==> src/rtl/pb_event.sv <==
// Push-button event generator: synchronizes a debounced button level into the
// clk domain and emits press / release / long-press / auto-repeat strobes.
// The release strobe is on release_pulse because "release" is a reserved word.
module pb_event #(
    parameter int CLK_PER_MS = 100000,
    parameter int LONG_MS    = 1000,
    parameter int REPEAT_MS  = 200,
    parameter int HOLD_W     = 16
) (
    input  logic              clk,
    input  logic              rst,
    input  logic              pb_level,
    output logic              press,
    output logic              release_pulse,
    output logic              long_press,
    output logic              repeat_pulse,
    output logic              held,
    output logic [HOLD_W-1:0] hold_ms
);

    localparam int PRE_W = (CLK_PER_MS > 2) ? $clog2(CLK_PER_MS) : 1;
    localparam int REP_W = (REPEAT_MS > 1) ? $clog2(REPEAT_MS) : 1;

    localparam logic [PRE_W-1:0]  PRE_LAST  = PRE_W'(CLK_PER_MS - 1);
    localparam logic [REP_W-1:0]  REP_LAST  = REP_W'(REPEAT_MS - 1);
    localparam logic [HOLD_W-1:0] LONG_CNT  = HOLD_W'(LONG_MS);

    typedef enum logic [1:0] {
        IDLE,
        HOLD,
        LONG
    } state_t;

    state_t            state;
    logic              sync1;
    logic              sync2;
    logic [PRE_W-1:0]  prescale;
    logic [REP_W-1:0]  rep_cnt;

    logic              rise;
    logic              fall;
    logic              ms_wrap;
    logic [HOLD_W-1:0] hold_next;

    assign rise      = sync2 & ~held;
    assign fall      = ~sync2 & held;
    assign ms_wrap   = (prescale == PRE_LAST);
    assign hold_next = (hold_ms == '1) ? hold_ms : hold_ms + 1'b1;

    // NOTE: all state here is updated with <= so every register sees the
    // pre-edge values of the others, independent of statement order.
    always_ff @(posedge clk) begin
        if (rst) begin
            sync1         <= 1'b0;
            sync2         <= 1'b0;
            held          <= 1'b0;
            press         <= 1'b0;
            release_pulse <= 1'b0;
            long_press    <= 1'b0;
            repeat_pulse  <= 1'b0;
            hold_ms       <= '0;
            prescale      <= '0;
            rep_cnt       <= '0;
            state         <= IDLE;
        end else begin
            sync1         <= pb_level;
            sync2         <= sync1;
            held          <= sync2;
            press         <= 1'b0;
            release_pulse <= 1'b0;
            long_press    <= 1'b0;
            repeat_pulse  <= 1'b0;

            case (state)
                IDLE: begin
                    if (rise) begin
                        press    <= 1'b1;
                        prescale <= '0;
                        hold_ms  <= '0;
                        state    <= HOLD;
                    end
                end
                HOLD, LONG: begin
                    // A fall outranks any ms wrap landing in the same cycle.
                    if (fall) begin
                        release_pulse <= 1'b1;
                        state         <= IDLE;
                    end else begin
                        prescale <= ms_wrap ? '0 : prescale + 1'b1;
                        if (ms_wrap) begin
                            hold_ms <= hold_next;
                            if (state == HOLD) begin
                                if (hold_next == LONG_CNT) begin
                                    long_press <= 1'b1;
                                    rep_cnt    <= '0;
                                    state      <= LONG;
                                end
                            end else if (rep_cnt == REP_LAST) begin
                                repeat_pulse <= 1'b1;
                                rep_cnt      <= '0;
                            end else begin
                                rep_cnt <= rep_cnt + 1'b1;
                            end
                        end
                    end
                end
                default: state <= IDLE;
            endcase
        end
    end

endmodule

==> config.mk <==
export PLATFORM = sky130hd
export DESIGN_NAME = pb_event
export DESIGN_NICKNAME = d
export VERILOG_FILES = /design/src/rtl/pb_event.sv
export SDC_FILE = /design/constraint.sdc
export NUM_CORES = 1
export LEC_CHECK = 0
export CAP_MARGIN = 5
export CELL_PAD_IN_SITES_DETAIL_PLACEMENT = 0
export CELL_PAD_IN_SITES_GLOBAL_PLACEMENT = 2
export CORE_MARGIN = 3
export CORE_UTILIZATION = 37
export CTS_CLUSTER_SIZE = 24
export DETAILED_ROUTE_END_ITERATION = 16
export PLACE_DENSITY = 0.88
export SLEW_MARGIN = 20
export SYNTH_ARGS = -nofsm -noshare
export SYNTH_HDL_FRONTEND = slang
export SYNTH_SLANG_ARGS = --single-unit
==> constraint.sdc <==
create_clock -name clk -period 6.05 [get_ports clk]
set_input_delay 0.605 -clock clk [delete_from_list [all_inputs] [get_ports clk]]
set_output_delay 0.605 -clock clk [all_outputs]
set_load 0.01 [all_outputs]
==> flow_metrics.env, run 1 <==
export IMPL_rr_worst_depth=8
export IMPL_path_cells="ha_1, nand4_1, nor4_4, nor3_1, nor4b_2, nand4_2, or4_1, a31oi_1"
export IMPL_antenna_cells=0
export IMPL_cap_violations=0
export IMPL_holdWs_ps=457
export IMPL_cts_tree="done"
export IMPL_setup_viol=0
export IMPL_place_inst=480
export IMPL_vias=2823
export IMPL_crit_arrival_ps=3320
export IMPL_grt_max_degree=45
export IMPL_cts_hold_buffers_added=0
export IMPL_syn_num_nets=379
export IMPL_netlist_instances=370
export IMPL_switching_share_pct=30.5
export IMPL_drive_gt1_share_pct=6.75
export IMPL_cts_root_buffer_cell="clkbuf_8"
export IMPL_htreeDepth=2
export IMPL_power_density_nw_per_um2=230
export IMPL_crit_path_top_delay_cell="or4_1"
export IMPL_clk_insertion_delay_late_ps=300
export IMPL_startpoint_type="register"
export IMPL_rsz0062_at_grt="no"
export IMPL_yosysSeqAreaShare_pct=33.7
export IMPL_p_sw_w=0.000238
export IMPL_path_max_fanout=12
export IMPL_p_leak_nw=1.08
export IMPL_power_frac_clock_pct=31.6
export IMPL_post_route_period_util_pct=51.0
export IMPL_area_growth_pct=13.8
export IMPL_min_path_type="register to register"
export IMPL_clock_path_buffers=2
export IMPL_routedWlPerCell_um=15.7
export IMPL_cp_required_ps=6290
export IMPL_min_period_ps=3090
export IMPL_cts_buffers=5
export IMPL_worst_slew_pin_slew_ps=1030
export IMPL_port_buffers=23
export IMPL_grt_pass1_vias=2695
export IMPL_p_seq_share_pct=47.3
export IMPL_synth_cell_type_count=63
export IMPL_detailedPlacementHpwl_um=5480
export IMPL_gr_usage_met2_pct=28.8
export IMPL_firstDrtPassIters=4
export IMPL_finalNonFillerCells=487
export IMPL_syn_area_per_cell_um2=8.03
export IMPL_top_usage_layer="met2"
export IMPL_cts_setup_buffers=0
export IMPL_drt_total_wl_um=7620
export IMPL_min_to="sync2"
export IMPL_p_int_w=0.000541
export IMPL_synth_edf_count=0
export IMPL_synth_area_um2=2970
export IMPL_crit_path_end_kind="register"
export IMPL_grt_pass1_wl_um=12900
export IMPL_setup_worst_path_class="register to register"
export IMPL_postRouteAntennaNets=0
export IMPL_reg2reg_to="state[1]"
export IMPL_cts_resized=0
export IMPL_min_from="sync1"
export IMPL_path_clk_slew_ps=90
export IMPL_die_h_um=95.6
export IMPL_min_path_cells=1
export IMPL_pwr_share_comb_pct=21.1
export IMPL_gp_congestion=0.857
export IMPL_outcome="finished clean"
export IMPL_r2r_slack_ps=2960
export IMPL_p_total_w=0.000779
export IMPL_nNetsFinal=394
export IMPL_synthFlopType="dfxtp_1"
export IMPL_final_max_slew_violation_count=0
export IMPL_routed_via_density=5.80
export IMPL_met3_usage_pct=3.16
export IMPL_dieWidth_um=95.6
export IMPL_worstSetupStartpoint="hold_ms[0]"
export IMPL_grt_remaining_overflow=0
export IMPL_r2r_start="hold_ms[0]"
export IMPL_fmax_ghz=0.324
export IMPL_drc=0
export IMPL_initial_utilization_pct=38.3
export IMPL_rows=32
export IMPL_dieArea_um2=9140
export IMPL_totalNegativeSetupSlack_ps=0
export IMPL_critPathMaxStageDelay_ps=490
export IMPL_ys_async_sr_fraction_pct=0
export IMPL_antenna_found_initial=0
export IMPL_core_area_um2=7770
export IMPL_skew_ps=7.36
export IMPL_synth_seq_cells=50
export IMPL_drt_initial_drc_count=131
export IMPL_maxSlewHeadroom_pct=31.3
export IMPL_yosys_warnings=0
export IMPL_met1_usage_pct=23.4
export IMPL_track_usage_pct=17.5
export IMPL_ir_drop_mv=0.157
export IMPL_finalHoldViolCount=0
export IMPL_io_pins=24
export IMPL_cts_sinks=50
==> power groups by stage <==
stage | Combinational, W | Clock (W) | Sequential, W
6_report | 0.000164 | 0.000246 | 0.000368
5_1_grt | 0.000188 | 0.000266 | 0.000372
4_1_cts | 0.000166 | 0.000256 | 0.000368
3_5_place_dp | 0.000166 | 0 | 0.000375
3_3_place_gp | 0.000164 | 0 | 0.000375
2_1_floorplan | 0.000121 | 0 | 0.000373
==> placed cells by master (no fill, tap or decap), drive strengths merged, types with 6 or more instances in the layout <==
| master | instances |
|---|---|
| a21oi | 26 |
| a31oi | 6 |
| and3 | 9 |
| clkbuf | 6 |
| clkdlybuf4s50 | 23 |
| dfxtp | 50 |
| ha | 6 |
| inv | 7 |
| nand2 | 28 |
| nand2b | 13 |
| nand3 | 18 |
| nand4 | 14 |
| nor2 | 37 |
| nor3 | 18 |
| nor4 | 11 |
| o21ai | 18 |
| xor2 | 10 |
==> sequential cells by signal (all words and copies together), names as in the netlist <==
signal / count
held: 1
rep_cnt: 8
press: 1
long_press: 1
sync1: 1
hold_ms: 16
repeat_pulse: 1
state: 2
release_pulse: 1
prescale: 17
sync2: 1
==> cell usage after synthesis (7+ instances only) <==
library cell / instances / share of area (%)
nand4_1: 13 / 2.7
inv_1: 7 / 0.88
nand2_1: 28 / 3.5
o21ai_0: 18 / 3.0
xor2_1: 10 / 2.9
nor2_1: 37 / 4.7
clkbuf_1: 10 / 1.3
nand2b_1: 13 / 2.7
a21oi_1: 26 / 4.4
nor4_1: 9 / 1.9
nor3_1: 18 / 3.0
nand3_1: 18 / 3.0
dfxtp_1: 50 / 34
and3_1: 8 / 1.7
==> kinds of logic after synthesis <==
kind of cell               Yosys count  synth area share, %
adders and majority gates            6                 2.53
muxes                                3                 1.22
buffers and inverters               23                 3.20
xor gates and xnor gates            14                 4.13
DFF                                 50                 33.7
AOI/OAI and AO/OA                   82                 18.0
and+or+nand+nor                    192                 37.2
==> final cells by class <==
type                            instances  area, µm²
Clock buffer                            6       82.6
Clock inverter                          1       30.0
Sequential cell                        50       1000
Inverter                                7       26.3
Fill cell                             827       4390
Multi-Input combinational cell        297       1880
Tap cell                              102        128
Timing Repair Buffer                   24        238
==> critical path, delay by kind of cell, from the launching register on <==
family	cells	cell delay, ps
AND/OR/NAND/NOR	6	1970
flip-flops	1	440
adder cells (fa/ha/maj)	1	420
AO/OA/AOI/OAI	1	160
==> worst max-delay path by stage <==
stage	cells past startpoint	endpoint	slack [ps]
after detailed placement	8	state[1]	2950
after global placement	8	state[1]	3060
after global routing	8	state[1]	2660
after floorplan	8	rep_cnt[1]	3460
final	8	state[1]	2960
after CTS	8	state[1]	2930
==> metrics by stage <==
step	util, %	cell area [µm²]	worst slack (ps)
global placement	42.1	3270	3060
floorplan	-	2970	3460
global route	43.5	3380	2660
detailed placement	42.1	3270	2950
finish	43.5	3380	2960
CTS	43.5	3380	2930
==> routing by layer <==
metal,vias up,wire (µm)
met2,53,3600
li1,1429,-
met4,0,116
met1,1330,3600
met5,-,0
met3,11,310
Power figures use the tool's default switching activity.
==> run 2, diff against run 1 <==
CORE_UTILIZATION = 31   (was 37)
PLACE_DENSITY = 0.79   (was 0.88)
clock period = 2.6 ns   (was 6.05 ns; I/O delays follow)
==> run 2 against run 1 <==
  * Sequential cell count unchanged
  * Design area grew 11%
  * Via count grew 4.5%
  * Register-to-register slack worse by 2800 ps
  * Die area grew 18%
  * Non-clock buffer count up 38
  * Hold slack is essentially flat
  * Wire length up 8.7%
  * Highest routed layer unchanged
==> flow_metrics.env, run 2 (same netlist as run 1, synthesis figures left out) <==
export IMPL_antenna_cells=0
export IMPL_path_cells="nand4_1, or4_4, a21boi_4, a211oi_1, a41o_1, or3b_2, o21ai_0"
export IMPL_drt_total_wl_um=8290
export IMPL_vias=2951
export IMPL_gp_congestion=0.862
export IMPL_area_growth_pct=25.9
export IMPL_detailedPlacementHpwl_um=6270
export IMPL_routedWlPerCell_um=15.0
export IMPL_finalHoldViolCount=0
export IMPL_cp_required_ps=2840
export IMPL_largest_register_ffs=17
export IMPL_outcome="finished clean"
export IMPL_clock_path_buffers=2
export IMPL_drc=0
export IMPL_r2r_start="hold_ms[12]"
export IMPL_cts_sinks=50
export IMPL_place_inst=543
export IMPL_grt_remaining_overflow=0
export IMPL_final_cell_mix="dfxtp_1, buf_4, nor2_1"
export IMPL_drive_gt1_share_pct=17.0
export IMPL_p_leak_nw=1.28
export IMPL_htreeDepth=2
export IMPL_dpl_worst_slack_ps=74.7
export IMPL_grt_pass1_wl_um=14300
export IMPL_initial_utilization_pct=32.0
export IMPL_rr_worst_depth=7
export IMPL_totalNegativeSetupSlack_ps=0
export IMPL_crit_path_top_delay_cell="or4_4"
export IMPL_postRouteAntennaNets=0
export IMPL_dieArea_um2=10800
export IMPL_io_pins=24
export IMPL_cts_root_buffer_cell="clkbuf_8"
export IMPL_cap_violations=0
export IMPL_largest_register="prescale"
export IMPL_power_density_nw_per_um2=494
export IMPL_power_frac_clock_pct=30.5
export IMPL_path_clk_slew_ps=100
export IMPL_crit_path_end_kind="register"
export IMPL_cts_hold_buffers_added=0
export IMPL_rows=35
export IMPL_track_usage_pct=15.5
export IMPL_firstDrtPassIters=5
export IMPL_p_total_w=0.00185
export IMPL_pwr_share_comb_pct=23.2
export IMPL_clk_insertion_delay_late_ps=310
export IMPL_core_area_um2=9280
export IMPL_critPathMaxStageDelay_ps=590
export IMPL_grt_pass1_vias=2906
export IMPL_worst_slew_pin_slew_ps=495
export IMPL_skew_ps=13.5
export IMPL_port_buffers=23
export IMPL_startpoint_type="register"
export IMPL_cts_buffers=5
export IMPL_post_route_period_util_pct=94.1
export IMPL_drt_initial_drc_count=124
export IMPL_p_seq_share_pct=46.3
export IMPL_fmax_ghz=0.409
export IMPL_ir_drop_mv=0.244
export IMPL_die_h_um=104
export IMPL_cts_tree="done"
export IMPL_setup_viol=0
export IMPL_grt_max_degree=26
export IMPL_reg_largest_list="prescale: 17 flops, hold_ms: 16 flops, rep_cnt: 8 flops"
export IMPL_path_max_fanout=7
export IMPL_antenna_found_initial=0
export IMPL_layout_commonest_cell="dfxtp_1"
export IMPL_crit_arrival_ps=2680
export IMPL_dieWidth_um=104
export IMPL_cp_endpoint="rep_cnt[1]"
export IMPL_routed_via_density=5.34
export IMPL_r2r_slack_ps=150
export IMPL_final_setup_worst_slack_ps=155
export IMPL_min_period_ps=2450
export IMPL_p_sw_w=0.000575
export IMPL_rsz0062_at_grt="no"
export IMPL_final_max_slew_violation_count=0
export IMPL_min_path_type="register to register"
export IMPL_reg2reg_to="rep_cnt[1]"
export IMPL_finalNonFillerCells=553
export IMPL_nNetsFinal=432
export IMPL_p_int_w=0.00127
export IMPL_switching_share_pct=31.1
export IMPL_maxSlewHeadroom_pct=67.0
export IMPL_setup_worst_path_class="register to register"
export IMPL_worstSetupStartpoint="hold_ms[12]"
[run 2: power by group through the flow]
stage / registers [W] / logic, W / clock network (W)
after global routing: 0.000861 / 0.000493 / 0.000610
final: 0.000855 / 0.000429 / 0.000563
after floorplan: 0.000867 / 0.000281 / 0
after CTS: 0.000852 / 0.000438 / 0.000596
after detailed placement: 0.000870 / 0.000433 / 0
after global placement: 0.000869 / 0.000432 / 0
[run 2: what timing repair did]
action / CTS / global route
endpoints found under the setup margin: 0 / 4
setup buffers: 0 / 2
gates resized for setup: 0 / 13
[run 2: metal layers]
metal / routed length, µm / GRT usage (%) / part of all wire [%]
met4: 63 / 3.80 / 0.76
met1: 4030 / 20.7 / 49
met5: 0 / 0 / 0
met3: 265 / 2.48 / 3.2
met2: 3930 / 26.2 / 47
[run 2: worst min path at each step]
| stage | end | cells past startpoint | from | slack [ps] |
|---|---|---|---|---|
| after floorplan | sync1 | 1 | pb_level | 390 |
| after global placement | sync2 | 1 | sync1 | 420 |
| after detailed placement | sync2 | 1 | sync1 | 440 |
| after CTS | sync2 | 1 | sync1 | 460 |
| after global routing | sync2 | 1 | sync1 | 490 |
| final | sync2 | 1 | sync1 | 460 |
[run 2: cell type report]
type	count	area, µm²
flip-flops and latches	50	1000
clock inverters	2	37.5
repair buffers	62	527
inverters	7	26.3
multi-input cells	297	1910
fillers	984	5540
clock buffers	6	72.6
well taps	129	161
[run 2: worst max-delay path, delay by kind of cell (launching register included)]
kind,cells,cell delay [ps]
simple gates,3,1280
compound gates,4,620
flops,1,470
[run 2: stage by stage]
stage / util (%) / cell area (µm²) / hold WS [ps]
floorplan: - / 2970 / 388
detailed placement: 38.5 / 3570 / 444
global route: 40.3 / 3740 / 487
finish: 40.3 / 3740 / 457
global placement: 38.5 / 3570 / 420
CTS: 39.7 / 3680 / 463
